--- config.mk ---
export PLATFORM = sky130hd
export DESIGN_NAME = multiport_regfile
export DESIGN_NICKNAME = d
export VERILOG_FILES = /design/src/rtl/multiport_regfile.sv
export SDC_FILE = /design/constraint.sdc
export NUM_CORES = 2
export LEC_CHECK = 0
export CORE_ASPECT_RATIO = 2
export CORE_MARGIN = 3
export CORE_UTILIZATION = 55
export DETAILED_ROUTE_END_ITERATION = 8
export GPL_TIMING_DRIVEN = 0
export PLACE_DENSITY_LB_ADDON = 0.3
export SKIP_CTS_REPAIR_TIMING = 1
export SLEW_MARGIN = 40
export SYNTH_ARGS = -nofsm -noshare
export SYNTH_HDL_FRONTEND = slang
export SYNTH_SLANG_ARGS = --single-unit
--- constraint.sdc ---
create_clock -name clk -period 12.7 [get_ports clk]
set_input_delay 3.81 -clock clk [delete_from_list [all_inputs] [get_ports clk]]
set_output_delay 3.81 -clock clk [all_outputs]
set_load 0.005 [all_outputs]
--- src/rtl/multiport_regfile.sv ---
// Multi-port register file with per-register busy (scoreboard) bits for WAW stall detection.
// Build option: define MULTIPORT_REGFILE_BYPASS_EN to forward same-cycle write data to readers.
module multiport_regfile #(
  parameter int unsigned DATA_W = 32,
  parameter int unsigned DEPTH  = 32,
  parameter int unsigned NUM_RD = 2,
  parameter int unsigned NUM_WR = 2,
  localparam int unsigned AW    = $clog2(DEPTH),
  localparam int unsigned CW    = AW + 1
) (
  input  logic                     clk,
  input  logic                     reset,
  input  logic [NUM_RD*AW-1:0]     rd_addr,
  output logic [NUM_RD*DATA_W-1:0] rd_data,
  output logic [NUM_RD-1:0]        rd_busy,
  input  logic [NUM_WR-1:0]        wr_en,
  input  logic [NUM_WR*AW-1:0]     wr_addr,
  input  logic [NUM_WR*DATA_W-1:0] wr_data,
  input  logic                     rsv_en,
  input  logic [AW-1:0]            rsv_addr,
  output logic                     rsv_ok,
  output logic [CW-1:0]            busy_cnt
);

  logic [DATA_W-1:0] mem_q [DEPTH];
  logic [DATA_W-1:0] mem_d [DEPTH];
  logic [DEPTH-1:0]  busy_q, busy_d;
  logic [CW-1:0]     busy_cnt_q, busy_cnt_d;

  // Writes apply in port order so the higher-index port wins a same-address collision.
  // The reservation is applied last: it keeps the busy bit set over a same-cycle write.
  always_comb begin
    mem_d  = mem_q;
    busy_d = busy_q;
    for (int w = 0; w < NUM_WR; w++) begin
      if (wr_en[w] && (wr_addr[w*AW +: AW] != '0)) begin
        mem_d[wr_addr[w*AW +: AW]]  = wr_data[w*DATA_W +: DATA_W];
        busy_d[wr_addr[w*AW +: AW]] = 1'b0;
      end
    end
    if (rsv_en && (rsv_addr != '0)) begin
      busy_d[rsv_addr] = 1'b1;
    end
    busy_cnt_d = '0;
    for (int j = 0; j < DEPTH; j++) begin
      busy_cnt_d = busy_cnt_d + CW'(busy_d[j]);
    end
  end

  always_ff @(posedge clk or negedge reset) begin
    if (!reset) begin
      for (int k = 0; k < DEPTH; k++) begin
        mem_q[k] <= '0;
      end
      busy_q     <= '0;
      busy_cnt_q <= '0;
    end else begin
      mem_q      <= mem_d;
      busy_q     <= busy_d;
      busy_cnt_q <= busy_cnt_d;
    end
  end

  for (genvar i = 0; i < NUM_RD; i++) begin : g_rd
    logic [AW-1:0]     ra;
    logic [DATA_W-1:0] rdat;
    logic              rb;

    assign ra = rd_addr[i*AW +: AW];

    always_comb begin
      rdat = mem_q[ra];
      rb   = busy_q[ra];
      if (ra == '0) begin
        rdat = '0;
        rb   = 1'b0;
      end
`ifdef MULTIPORT_REGFILE_BYPASS_EN
      else begin
        for (int w = 0; w < NUM_WR; w++) begin
          if (wr_en[w] && (wr_addr[w*AW +: AW] == ra)) begin
            rdat = wr_data[w*DATA_W +: DATA_W];
            rb   = 1'b0;
          end
        end
      end
`endif
      // Gate forwarded data too, so reads are zero for the whole reset window.
      if (!reset) begin
        rdat = '0;
        rb   = 1'b0;
      end
    end

    assign rd_data[i*DATA_W +: DATA_W] = rdat;
    assign rd_busy[i]                  = rb;
  end

  // Judged on pre-edge busy bits: a same-cycle write does not release the stall.
  assign rsv_ok   = reset && rsv_en && ((rsv_addr == '0) || !busy_q[rsv_addr]);
  assign busy_cnt = busy_cnt_q;

endmodule

==> results of run 1 <==
[through the flow]
stage / instance area [sq um] / std cells / hold WS (ns)
after floorplan: 64200 / 6169 / 0.446
after global placement: 67700 / 7841 / 0.481
after detailed placement: 69600 / 7902 / 0.495
after CTS: 72800 / 8075 / 0.510
[routing by layer]
layer  track usage, %  overflow
met5             27.7         0
met4             73.2         7
met3             55.4         1
met2             88.7         6
met1             71.8         0
[kinds of logic after synthesis]
family | share of synthesized area, %
multiplexers | 32.1
AND/OR/NAND/NOR | 9.13
AO/OA/AOI/OAI | 12.4
flip-flops | 40.2
buffers and inverters | 5.34
adder cells (fa/ha/maj) | 0.885
XOR/XNOR | 0.0409
==> results by group, run 1 <==
Synth
  • Ys flop type: dfrtp_1
  • Ys async rst share: 100%
  • Main area contributors after synthesis: dfrtp_1 40%, mux4_2 16%, mux2i_1 15%
  • Most common cell in the netlist: dfrtp_1
  • Syn nets: 6294
  • Synthesized area per cell: between 10 and 15 sq um
  • Most frequent cells after synthesis: 1030 x dfrtp_1, 939 x mux2i_1, 700 x nor2_1
  • Mapped Area: roughly 0.064 sq mm
  • Library cells used by synthesis: 56
  • Cell taking the most area after synthesis: dfrtp_1
  • Seq/Total Area, Yosys: 40.2%
  • Mapped Cells: 6169
  • Number of synthesis warnings: 0
  • Yosys reg bits: a little over 1000
  • Synth top area share: 40.2%
  • Post-synth EDFFs: 0

GRT
  • Largest net degree at the start of global routing: 116
  • GR Util All Layers: between 70% and 80%
  • First-pass GRT wire length: 589 mm
  • Vias in the first global route: 66900
  • Grt ovf: 14

Die
  • Initial Util: 55.6%
  • # IOs: 167
  • Die width: about 250 um
  • Cell Rows: 176
  • Die outline height: 489 um

Placement
  • PortBufs: 159
  • Gpl congestion: 1.18
  • Pre-CTS WS: about 0.93 ns
  • Dpl hpwl: 285 mm

Outcome
  • Fail Step: global routing
  • Outcome: aborted with a tool error
  • Error msg: [ERROR GRT-0116] Global routing finished with congestion. Check the congestion regions in the DRC Viewer.

CTS
  • H-tree depth: 3
  • Clk buf depth: 3
  • Clk sinks: roughly 1000
  • Root buffer cell: clkbuf_16
  • Inserted Clock Buffers: 96
==> run 2, diff against run 1 <==
--- a/config.mk
+++ b/config.mk
@@ -5,12 +5,11 @@
 export SDC_FILE = /design/constraint.sdc
 export NUM_CORES = 2
 export LEC_CHECK = 0
-export CORE_ASPECT_RATIO = 2
 export CORE_MARGIN = 3
-export CORE_UTILIZATION = 55
+export CORE_UTILIZATION = 40
 export DETAILED_ROUTE_END_ITERATION = 8
 export GPL_TIMING_DRIVEN = 0
-export PLACE_DENSITY_LB_ADDON = 0.3
+export PLACE_DENSITY_LB_ADDON = 0.15
 export SKIP_CTS_REPAIR_TIMING = 1
 export SLEW_MARGIN = 40
 export SYNTH_ARGS = -nofsm -noshare
==> results by group, run 2 <==
Worst hold path
  • Worst Hold Class: register to register
  • Hold path cells: 1

Final layout
  • Area growth syn-to-layout: 16.1%
  • Layout cell share with drive strength beyond 1: 19.2%
  • Biggest register: mem_q
  • Commonest non-fill, non-tap cell in the layout: dfrtp_1
  • Final net count: 6645
  • Fill count: 14900
  • Non-filler cells, final: 8715
  • Commonest cells after routing, fill and taps aside: 1030 x dfrtp_1, 939 x mux2i_1, 694 x nor2_1
  • Max reg flops: between 900 and 1000

Synth
  • Yosys reg bits: 1030
  • Mapped Cells: 6169
  • Mapped Area: 0.0642 sq mm
  • Most frequent cells after synthesis: 1030 x dfrtp_1, 939 x mux2i_1, 700 x nor2_1
  • Most common cell in the netlist: dfrtp_1
  • Seq/Total Area, Yosys: 40.2%
  • Post-synth EDFFs: 0
  • Cell taking the most area after synthesis: dfrtp_1
  • Syn nets: approximately 6300
  • Synthesized area per cell: between 10 and 15 sq um
  • Library cells used by synthesis: 56
  • Synth top area share: 40.2%
  • Number of synthesis warnings: 0
  • Ys flop type: dfrtp_1
  • Ys async rst share: 100%
  • Main area contributors after synthesis: dfrtp_1 40%, mux4_2 16%, mux2i_1 15%

Timing
  • Setup ws final: 0.760 ns
  • Aggregate negative setup slack: 0 ns
  • Final Max Tran Viols: 0
  • Worst slew margin relative to its limit: 32.5%
  • Final setup violation count: 0
  • Hold Vio Cnt, Final: 0
  • Worst hold margin: 0.523 ns
  • Least-Margin Pin Slew: 1.01 ns
  • Clock skew: between 0.007 and 0.008 ns
  • Max Clock Freq: approximately 0.084 GHz
  • RSZ-0062 raised after global routing: no
  • Post-layout min period: 11.94 ns
  • Fin crit share: 94.0%

Worst setup path
  • CP max FO: 10
  • CP startpoint kind: input pin
  • Worst r2r path cells: 18
  • Critical Path RT: 8.89 ns
  • CP arrival: 8.13 ns
  • CP Capture Type: output port
  • Setup CP Type: input pin to output port

Run
  • Maxcap violations: 0

Route
  • Drt total wl: 403 mm
  • Routed vias: 62500
  • 1st-iter DRT viols: 11600
  • Drt first pass iters: 9
  • Vias/cell: between 7 and 8
  • Avg WL per Cell: 46.2 um
  • DRC: 0
  • DRT antenna net count: 0

CTS
  • CTS tree: yes
  • Clk buf depth: 3
  • H-tree depth: 4
  • Clk sinks: 1030
  • Root buffer cell: clkbuf_16
  • Reg clk slew, reported paths: around 0.06 ns
  • Inserted Clock Buffers: 131
  • Clock latency at the later pin of the worst-skew pair: 0.81 ns

Die
  • Die area: 0.165 sq mm
  • Cell Rows: 146
  • Die width: between 400 and 500 um
  • Core Region: ~0.16 sq mm
  • Initial Util: 40.4%
  • # IOs: roughly 170
  • Die outline height: 407 um

GRT
  • Vias in the first global route: 57700
  • Initial antenna violation count: 24
  • Grt ovf: 0
  • First-pass GRT wire length: about 520 mm
  • Largest net degree at the start of global routing: ~110
  • GR Util All Layers: 47.8%

Outcome
  • Outcome: completed

Placement
  • Cells after DPL: 8457
  • PortBufs: 159
  • Dpl hpwl: 277 mm
  • Gpl congestion: 1.09
  • Pre-CTS WS: 0.938 ns

Power
  • P per Cell Area: 171 mW/mm^2
  • Worst VDD drop: 0.375 mV
  • Pleak: 32.7 nW
[run 2: cell counts after synthesis]
Identical to the previous run, type by type.
[run 2: final cells by class]
cell class                 count  area, sq um  area share, %
sequential                  1030        25800           34.6
multi-input combinational   4304        35000           47.0
clock buffer                 204         3980           5.34
timing repair buffer         218         3020           4.05
buffer                       729         3470           4.66
antenna                       28         70.1         0.0940
inverter                     106          398          0.534
tap                         2072         2590           3.48
clock inverter                24          203          0.272
[run 2: metrics by stage]
stage / area (sq um) / power (mW) / util, %
6_report: 74600 / 12.7 / 46.9
5_1_grt: 74500 / 13.2 / 46.9
4_1_cts: 74400 / 12.5 / 46.8
3_5_place_dp: 70200 / 8.80 / 44.2
3_3_place_gp: 68400 / 8.68 / 43.0
2_1_floorplan: 64200 / 7.40 / -
[run 2: path summary, 6_finish.rpt]
kind | slack (ns) | startpoint | endpoint
worst max-delay path | 0.76 | rd_addr[5] | rd_data[50]
worst min-delay path | 0.52 | busy_q[0]$_DFF_PN0_ | busy_q[0]$_DFF_PN0_
worst max register to register | 7.65 | busy_q[23]$_DFF_PN0_ | busy_cnt[4]$_DFF_PN0_
worst min register to register | 0.52 | busy_q[0]$_DFF_PN0_ | busy_q[0]$_DFF_PN0_
max in group asynchronous | 7.82 | reset | mem_q[81]$_DFF_PN0_
min in group asynchronous | 2.96 | reset | busy_cnt[5]$_DFF_PN0_
[run 2: kinds of logic (layout without fill, tap and decap cells)]
kind of cell / Yosys count / in the layout / share of synthesized area [%]
multiplexers: 1470 / 1470 / 32.1
AND/OR/NAND/NOR: 1425 / 1425 / 9.13
AO/OA/AOI/OAI: 1375 / 1375 / 12.4
flip-flops: 1030 / 1030 / 40.2
buffers and inverters: 835 / 1281 / 5.34
adder cells (fa/ha/maj): 31 / 31 / 0.885
XOR/XNOR: 3 / 3 / 0.0409
other: 0 / 28 / 0
[run 2: report_power, final]
group          internal, mW  switching [mW]  leakage (nW)  total (mW)
Sequential             4.19           0.759          12.5        4.95
Combinational          1.97            2.02          18.2        4.00
Clock                  2.15            1.65          2.05        3.80
[run 2: layer usage]
metal	GRT usage, %	wire length, um	vias up	part of all wire [%]
met5	7.20	1490	-	0.37
met4	38.6	40500	41	10
met3	27.3	66100	1642	16
met2	61.2	153000	6158	38
met1	56.9	141000	31500	35
li1	-	-	23200	-
[run 2: worst max-delay path: stages]
cell and delay (ns):
clkbuf_1 0.45, buf_2 0.32, buf_2 0.63, buf_2 0.68, buf_2 0.84, a22oi_1 0.28, o22ai_1 0.21, or3_1 0.23
clkdlybuf4s50_1 0.55
Note: power is estimated with default switching activity, not from simulation.
